<file path="src/rtl/lapido_pkg.sv">
// Shared definitions for the Lapido front end.
//   fetch_state_t : fetch sequencer states (REQ / HOLD / DROP)
//   INSTR_WIDTH   : instruction word width
//   PC_STEP       : byte distance between consecutive instruction words
//   OPC_*         : opcode field location and values, shared with the control unit
package lapido_pkg;

    localparam int INSTR_WIDTH = 32;
    localparam int PC_STEP     = 4;

    typedef enum logic [1:0] {
        REQ  = 2'd0,
        HOLD = 2'd1,
        DROP = 2'd2
    } fetch_state_t;

    // Opcode field is instr[31:29].
    localparam int          OPC_HI  = 31;
    localparam int          OPC_LO  = 29;
    localparam logic [2:0]  OPC_ALU = 3'b001;
    localparam logic [2:0]  OPC_MEM = 3'b100;

    function automatic logic [2:0] opcode_of(input logic [INSTR_WIDTH-1:0] instr);
        return instr[OPC_HI:OPC_LO];
    endfunction

endpackage

</file>
<file path="src/rtl/fetch_buffer.sv">
// Small synchronous FIFO of {instruction, pc} pairs between fetch and decode.
// Implemented as a shift register so the head entry sits in fixed flops and
// drives the stage outputs directly.
//   clock, reset            : clock, synchronous active-high reset
//   push, push_instr/pc     : enqueue one entry (ignored when full and not popping)
//   pop                     : dequeue the head (ignored when empty)
//   flush                   : empty the buffer; wins over push and pop
//   head_instr/pc/valid     : registered head entry and non-empty flag
//   count                   : number of valid entries
module fetch_buffer
    import lapido_pkg::*;
#(
    parameter int DEPTH      = 2,
    parameter int ADDR_WIDTH = 32,
    localparam int CW        = $clog2(DEPTH) + 1
)(
    input  logic                   clock,
    input  logic                   reset,
    input  logic                   push,
    input  logic                   pop,
    input  logic                   flush,
    input  logic [INSTR_WIDTH-1:0] push_instr,
    input  logic [ADDR_WIDTH-1:0]  push_pc,
    output logic [INSTR_WIDTH-1:0] head_instr,
    output logic [ADDR_WIDTH-1:0]  head_pc,
    output logic                   head_valid,
    output logic [CW-1:0]          count
);

    logic [INSTR_WIDTH-1:0] instr_q [DEPTH];
    logic [ADDR_WIDTH-1:0]  pc_q    [DEPTH];
    logic [INSTR_WIDTH-1:0] instr_d [DEPTH];
    logic [ADDR_WIDTH-1:0]  pc_d    [DEPTH];
    logic [CW-1:0]          count_q;
    logic [CW-1:0]          count_d;
    logic [CW-1:0]          wr_idx;
    logic                   valid_q;
    logic                   pop_ok;
    logic                   push_ok;

    assign pop_ok  = pop && (count_q != '0);
    assign push_ok = push && ((count_q != CW'(DEPTH)) || pop_ok);
    // When popping in the same cycle the tail slot moves down by one.
    assign wr_idx  = pop_ok ? (count_q - CW'(1)) : count_q;

    always_comb begin
        for (int i = 0; i < DEPTH; i++) begin
            instr_d[i] = instr_q[i];
            pc_d[i]    = pc_q[i];
        end
        if (pop_ok) begin
            for (int i = 0; i < DEPTH - 1; i++) begin
                instr_d[i] = instr_q[i+1];
                pc_d[i]    = pc_q[i+1];
            end
        end
        if (push_ok) begin
            for (int i = 0; i < DEPTH; i++) begin
                if (wr_idx == CW'(i)) begin
                    instr_d[i] = push_instr;
                    pc_d[i]    = push_pc;
                end
            end
        end
    end

    always_comb begin
        count_d = count_q;
        if (flush) begin
            count_d = '0;
        end else begin
            case ({push_ok, pop_ok})
                2'b10:   count_d = count_q + CW'(1);
                2'b01:   count_d = count_q - CW'(1);
                default: count_d = count_q;
            endcase
        end
    end

    always_ff @(posedge clock) begin
        if (reset) begin
            count_q <= '0;
            valid_q <= 1'b0;
            for (int i = 0; i < DEPTH; i++) begin
                instr_q[i] <= '0;
                pc_q[i]    <= '0;
            end
        end else begin
            count_q <= count_d;
            valid_q <= (count_d != '0);
            // A flush only clears occupancy; stale data is hidden by head_valid.
            if (!flush) begin
                for (int i = 0; i < DEPTH; i++) begin
                    instr_q[i] <= instr_d[i];
                    pc_q[i]    <= pc_d[i];
                end
            end
        end
    end

    assign head_instr = instr_q[0];
    assign head_pc    = pc_q[0];
    assign head_valid = valid_q;
    assign count      = count_q;

endmodule

</file>
<file path="src/rtl/instruction_fetch.sv">
// Lapido fetch stage: owns the PC, fetches words over a req/ack handshake,
// buffers them and hands {instruction, pc} to decode with valid/stall.
// A taken branch flushes the buffer and discards any in-flight fetch.
//   clock, reset                  : clock, synchronous active-high reset
//   imem_req, imem_addr           : fetch request (held with stable address until ack)
//   imem_ack, imem_rdata          : request accepted, data valid the same cycle
//   branch_taken, branch_target   : single-cycle redirect from execute
//   stall                         : decode not ready, hold the head entry
//   instruction, instr_pc         : head entry presented to decode
//   instr_valid                   : head entry valid
module instruction_fetch
    import lapido_pkg::*;
#(
    parameter int                    ADDR_WIDTH = 32,
    parameter logic [ADDR_WIDTH-1:0] RESET_PC   = '0,
    parameter int                    BUF_DEPTH  = 2
)(
    input  logic                   clock,
    input  logic                   reset,
    output logic                   imem_req,
    output logic [ADDR_WIDTH-1:0]  imem_addr,
    input  logic                   imem_ack,
    input  logic [INSTR_WIDTH-1:0] imem_rdata,
    input  logic                   branch_taken,
    input  logic [ADDR_WIDTH-1:0]  branch_target,
    input  logic                   stall,
    output logic [INSTR_WIDTH-1:0] instruction,
    output logic [ADDR_WIDTH-1:0]  instr_pc,
    output logic                   instr_valid
);

    localparam int CW = $clog2(BUF_DEPTH) + 1;

    fetch_state_t          state_q, state_d;
    logic [ADDR_WIDTH-1:0] fetch_pc_q, fetch_pc_d;
    logic [ADDR_WIDTH-1:0] addr_q, addr_d;
    logic                  req_q;
    logic                  acked;
    logic                  pop;
    logic                  push;
    logic [CW-1:0]         count;
    logic [CW-1:0]         count_after;

    // An ack is only meaningful while our request is actually raised.
    assign acked = imem_ack && req_q;
    // A branch flushes the buffer, so nothing is consumed in that cycle.
    assign pop   = instr_valid && !stall && !branch_taken;
    assign push  = (state_q == REQ) && acked && !branch_taken;
    // REQ is only occupied with count < BUF_DEPTH, so this cannot overflow.
    assign count_after = count + CW'(1) - CW'(pop);

    always_comb begin
        state_d    = state_q;
        fetch_pc_d = fetch_pc_q;
        addr_d     = addr_q;
        if (branch_taken) begin
            fetch_pc_d = branch_target;
            case (state_q)
                REQ, DROP: begin
                    // With the ack in hand the bus is free: go straight to the target.
                    // Otherwise keep the stale request up until it completes.
                    if (acked) begin
                        state_d = REQ;
                        addr_d  = branch_target;
                    end else begin
                        state_d = DROP;
                    end
                end
                HOLD: begin
                    state_d = REQ;
                    addr_d  = branch_target;
                end
                default: begin
                    state_d = REQ;
                    addr_d  = branch_target;
                end
            endcase
        end else begin
            case (state_q)
                REQ: begin
                    if (acked) begin
                        fetch_pc_d = fetch_pc_q + ADDR_WIDTH'(PC_STEP);
                        addr_d     = fetch_pc_q + ADDR_WIDTH'(PC_STEP);
                        state_d    = (count_after < CW'(BUF_DEPTH)) ? REQ : HOLD;
                    end
                end
                HOLD: begin
                    if (pop) begin
                        state_d = REQ;
                        addr_d  = fetch_pc_q;
                    end
                end
                DROP: begin
                    if (acked) begin
                        state_d = REQ;
                        addr_d  = fetch_pc_q;
                    end
                end
                default: begin
                    state_d = REQ;
                    addr_d  = fetch_pc_q;
                end
            endcase
        end
    end

    always_ff @(posedge clock) begin
        if (reset) begin
            state_q    <= REQ;
            fetch_pc_q <= RESET_PC;
            addr_q     <= RESET_PC;
            req_q      <= 1'b0;
        end else begin
            state_q    <= state_d;
            fetch_pc_q <= fetch_pc_d;
            addr_q     <= addr_d;
            req_q      <= (state_d != HOLD);
        end
    end

    assign imem_req  = req_q;
    assign imem_addr = addr_q;

    fetch_buffer #(
        .DEPTH      (BUF_DEPTH),
        .ADDR_WIDTH (ADDR_WIDTH)
    ) u_buffer (
        .clock      (clock),
        .reset      (reset),
        .push       (push),
        .pop        (pop),
        .flush      (branch_taken),
        .push_instr (imem_rdata),
        .push_pc    (addr_q),
        .head_instr (instruction),
        .head_pc    (instr_pc),
        .head_valid (instr_valid),
        .count      (count)
    );

endmodule

</file>
<file path="config.mk">
export PLATFORM = sky130hd
export DESIGN_NAME = instruction_fetch
export DESIGN_NICKNAME = d
export VERILOG_FILES = /design/src/rtl/lapido_pkg.sv /design/src/rtl/fetch_buffer.sv /design/src/rtl/instruction_fetch.sv
export SDC_FILE = /design/constraint.sdc
export NUM_CORES = 1
export LEC_CHECK = 0
export BUFFER_PORTS_ARGS = -buffer_cell sky130_fd_sc_hd__buf_4
export CAP_MARGIN = 20
export CORE_MARGIN = 3
export CORE_UTILIZATION = 40
export CTS_BUF_LIST = sky130_fd_sc_hd__clkbuf_4 sky130_fd_sc_hd__clkbuf_8
export DETAILED_ROUTE_END_ITERATION = 7
export GPL_TIMING_DRIVEN = 0
export SLEW_MARGIN = 20
export SYNTH_ARGS = -nofsm -noshare
export SYNTH_HDL_FRONTEND = slang
export SYNTH_HIERARCHICAL = 1
export SYNTH_SLANG_ARGS = --single-unit
</file>
<file path="constraint.sdc">
create_clock -name clock -period 5.82 [get_ports clock]
set_input_delay 0.582 -clock clock [delete_from_list [all_inputs] [get_ports clock]]
set_output_delay 0.582 -clock clock [all_outputs]
set_load 0.01 [all_outputs]
</file>
==> flow_summary.toml <==
[run_status]
status = "completed"

[cells_and_area]
multi_input_area_um2 = 4490
fin_util = 0.492
final_cell_mix = "247 x buf_4, 128 x edfxtp_1, 116 x nor2_1, 70 x dfxtp_1, 68 x mux2i_1"
fillers = 2497
area_growth_pct = 20.6
antennaDiodeCount = 0
drive_gt1_frac = 0.317
nNetsFinal = 1260
seqCellArea_um2 = 5250
final_common_cell = "buf_4"

[detailed_routing]
finalWirelength_um = 30500
vias_per_cell = 5.31
drt_pass1_iterations = 8
drt_iter0_drc = 618
vias = 8162
drc = 0
detail-route-antenna-nets = 0
post_drt_wl_per_cell_um = 19.8

[timing]
timing.final.crit_share = 0.638
max_freq_ghz = 0.269
relSlewSlack = 0.446
setup_viol_count_final = 0
fin_skew_ns = 0.0227
timing.final.ws_setup_ns = 2.11
finalCriticalPeriod_ns = 3.71
drv_slew = 0
tightest_slew_ns = 0.831
rsz0062_at_grt = "false"
worst_hold_slack_ns = 0.385
hold_viol_final = 0

[synthesis]
synth-seq-cells = 198
async_reset_ff_frac = 0
syn_nets = 1071
synthesis.area_um2 = 10700
synth_top_flop_cell = "edfxtp_1"
ys_types = 66
synthAdderAreaFrac = 0.00352
synth_top_family_by_area = "simple AND/OR/NAND/NOR gates"
synth_xor_area_frac = 0.0452
ys_seq_area_frac = 0.492
synth_cells = 999
synthMuxAreaShare = 0.0659
synth_edf_count = 128
synth_compound_area_frac = 0.141
yosys.area_share.simple = 0.164
syn_avg_cell_area_um2 = 10.7
ys_warn_count = 6

[worst_setup_path]
path_max_fanout = 10
required_ns = 6.02
cp-end-kind = "flop"
startpoint_type = "primary input"
path_class = "in2reg"
cp.arrival_ns = 3.92

[floorplan]
core_um2 = 26100
ios = 167
die_area_um2 = 28700
die_h_um = 169
rows = 59
initial_core_util = 0.408
die_w_um = 169

[pwr]
power_density_nw_per_um2 = 232
leakage_nw = 5.48
ir_drop_mv = 0.138

[placement]
dp_hpwl_um = 22100
finalWeightedCongestion = 0.925
io_buffers = 166
place_ws_ns = 1.68

[cts]
cts_hold_buf = 0
clockRootBuffer = "clkbuf_8"
clk_pin_slew_ns = 0.12
cts_max_level = 4
cts_setup_buffers = 0
clk_latency_ns = 0.47
cts_tree = "yes"
cts.path.max_buffers = 2
ctsResizeCount = 0
clock_sinks = 198
cts_made_buffers = 17

[job]
cap_viol_max_count = 0

[global_routing]
grt_max_degree = 38
grtUsageTotal = 0.207
grt_pass1_vias = 7910
grt-ovfl-total = 0
grt_first_pass_wirelength_um = 46000
antenna_found_initial = 0

[worst_hold_path]
hold_class = "in2reg"
==> per-layer routing <==
metal | up-vias | global-route usage | wire length, um | part of all wire
met3 | 39 | 0.0354 | 1740 | 0.057
li1 | 3927 | - | - | -
met1 | 3912 | 0.283 | 13600 | 0.45
met2 | 284 | 0.341 | 14600 | 0.48
met4 | 0 | 0.0548 | 588 | 0.019
met5 | - | 0 | 0 | 0
==> critical path, cell delays in order <==
cell and delay [ns]:
buf_4 0.14, clkbuf_1 0.45, clkbuf_1 0.69, clkbuf_1 0.58, nor2_1 0.23, nor2b_1 0.23
a32oi_1 0.26, buf_2 0.29, buf_2 0.34, a211oi_2 0.11
==> final timing paths <==
check	from	to	slack [ns]	depth (start not counted)
max	branch_taken	u_buffer/instr_q[0][29]	2.11	10
min reg2reg	fetch_pc_q[1]	fetch_pc_q[1]	0.51	2
max reg2reg	state_q[0]	u_buffer/instr_q[0][34]	3.08	8
min	branch_target[13]	fetch_pc_q[13]	0.39	3
==> per-stage QoR <==
step	instances	power, mW	instance area (um2)	TNS, ns
after floorplan	999	1.90	10700	0
after global placement	1500	2.10	12300	-142.70
after detailed placement	1504	2.11	12400	0
after CTS	1536	3.01	12900	0
after global routing	1536	3.10	12900	0
final	1536	2.99	12900	0
==> registers in the layout (all words and copies together), names as in the netlist <==
| signal | flops |
|---|---|
| u_buffer/instr_q | 64 |
| fetch_pc_q | 32 |
| state_q | 2 |
| imem_addr | 32 |
| u_buffer/pc_q | 64 |
| u_buffer/count | 2 |
| imem_req | 1 |
| u_buffer/head_valid | 1 |
==> cell type report <==
cell class / count / area share
timing repair buffer: 170 / 0.105
multi-input combinational: 646 / 0.349
tap: 335 / 0.0326
sequential: 198 / 0.408
inverter: 9 / 0.00263
clock buffer: 17 / 0.0182
buffer: 146 / 0.0709
clock inverter: 15 / 0.0135
==> power by group <==
| part | switching, mW | total (mW) | internal, mW |
|---|---|---|---|
| clock network | 0.575 | 0.905 | 0.330 |
| registers | 0.0582 | 1.63 | 1.57 |
| logic | 0.239 | 0.451 | 0.211 |
| total | 0.873 | 2.99 | 2.11 |
==> Yosys cell counts, drive strengths merged (3+ instances only) <==
| cell | n | area (um2) |
|---|---|---|
| edfxtp | 128 | 3840 |
| nor2 | 116 | 435 |
| buf | 110 | 759 |
| a211oi | 87 | 856 |
| dfxtp | 70 | 1400 |
| mux2i | 68 | 681 |
| and2 | 66 | 413 |
| nand2 | 40 | 150 |
| a21oi | 39 | 195 |
| clkbuf | 36 | 153 |
| xor2 | 30 | 263 |
| nand3 | 26 | 135 |
| xnor2 | 25 | 219 |
| nor3 | 23 | 146 |
| nand4 | 20 | 131 |
| o21ai | 19 | 95.1 |
| inv | 8 | 30.0 |
| nor4 | 8 | 77.6 |
| nand2b | 7 | 43.8 |
| a32oi | 6 | 52.6 |
| o22ai | 6 | 37.5 |
| and3 | 5 | 31.3 |
| o211ai | 5 | 37.5 |
| a211o | 4 | 35.0 |
| and4 | 4 | 36.3 |
| o211a | 4 | 40.0 |
| a311oi | 3 | 26.3 |
| ha | 3 | 37.5 |
| o21a | 3 | 22.5 |
| or2 | 3 | 18.8 |
==> cell families after synthesis <==
kind of cell,count (synthesis)
DFF,198
muxes,70
buffers and inverters,155
AOI/OAI and AO/OA,189
xor gates and xnor gates,55
and+or+nand+nor,329
adders and majority gates,3
Note: power is estimated with default switching activity, not from simulation.
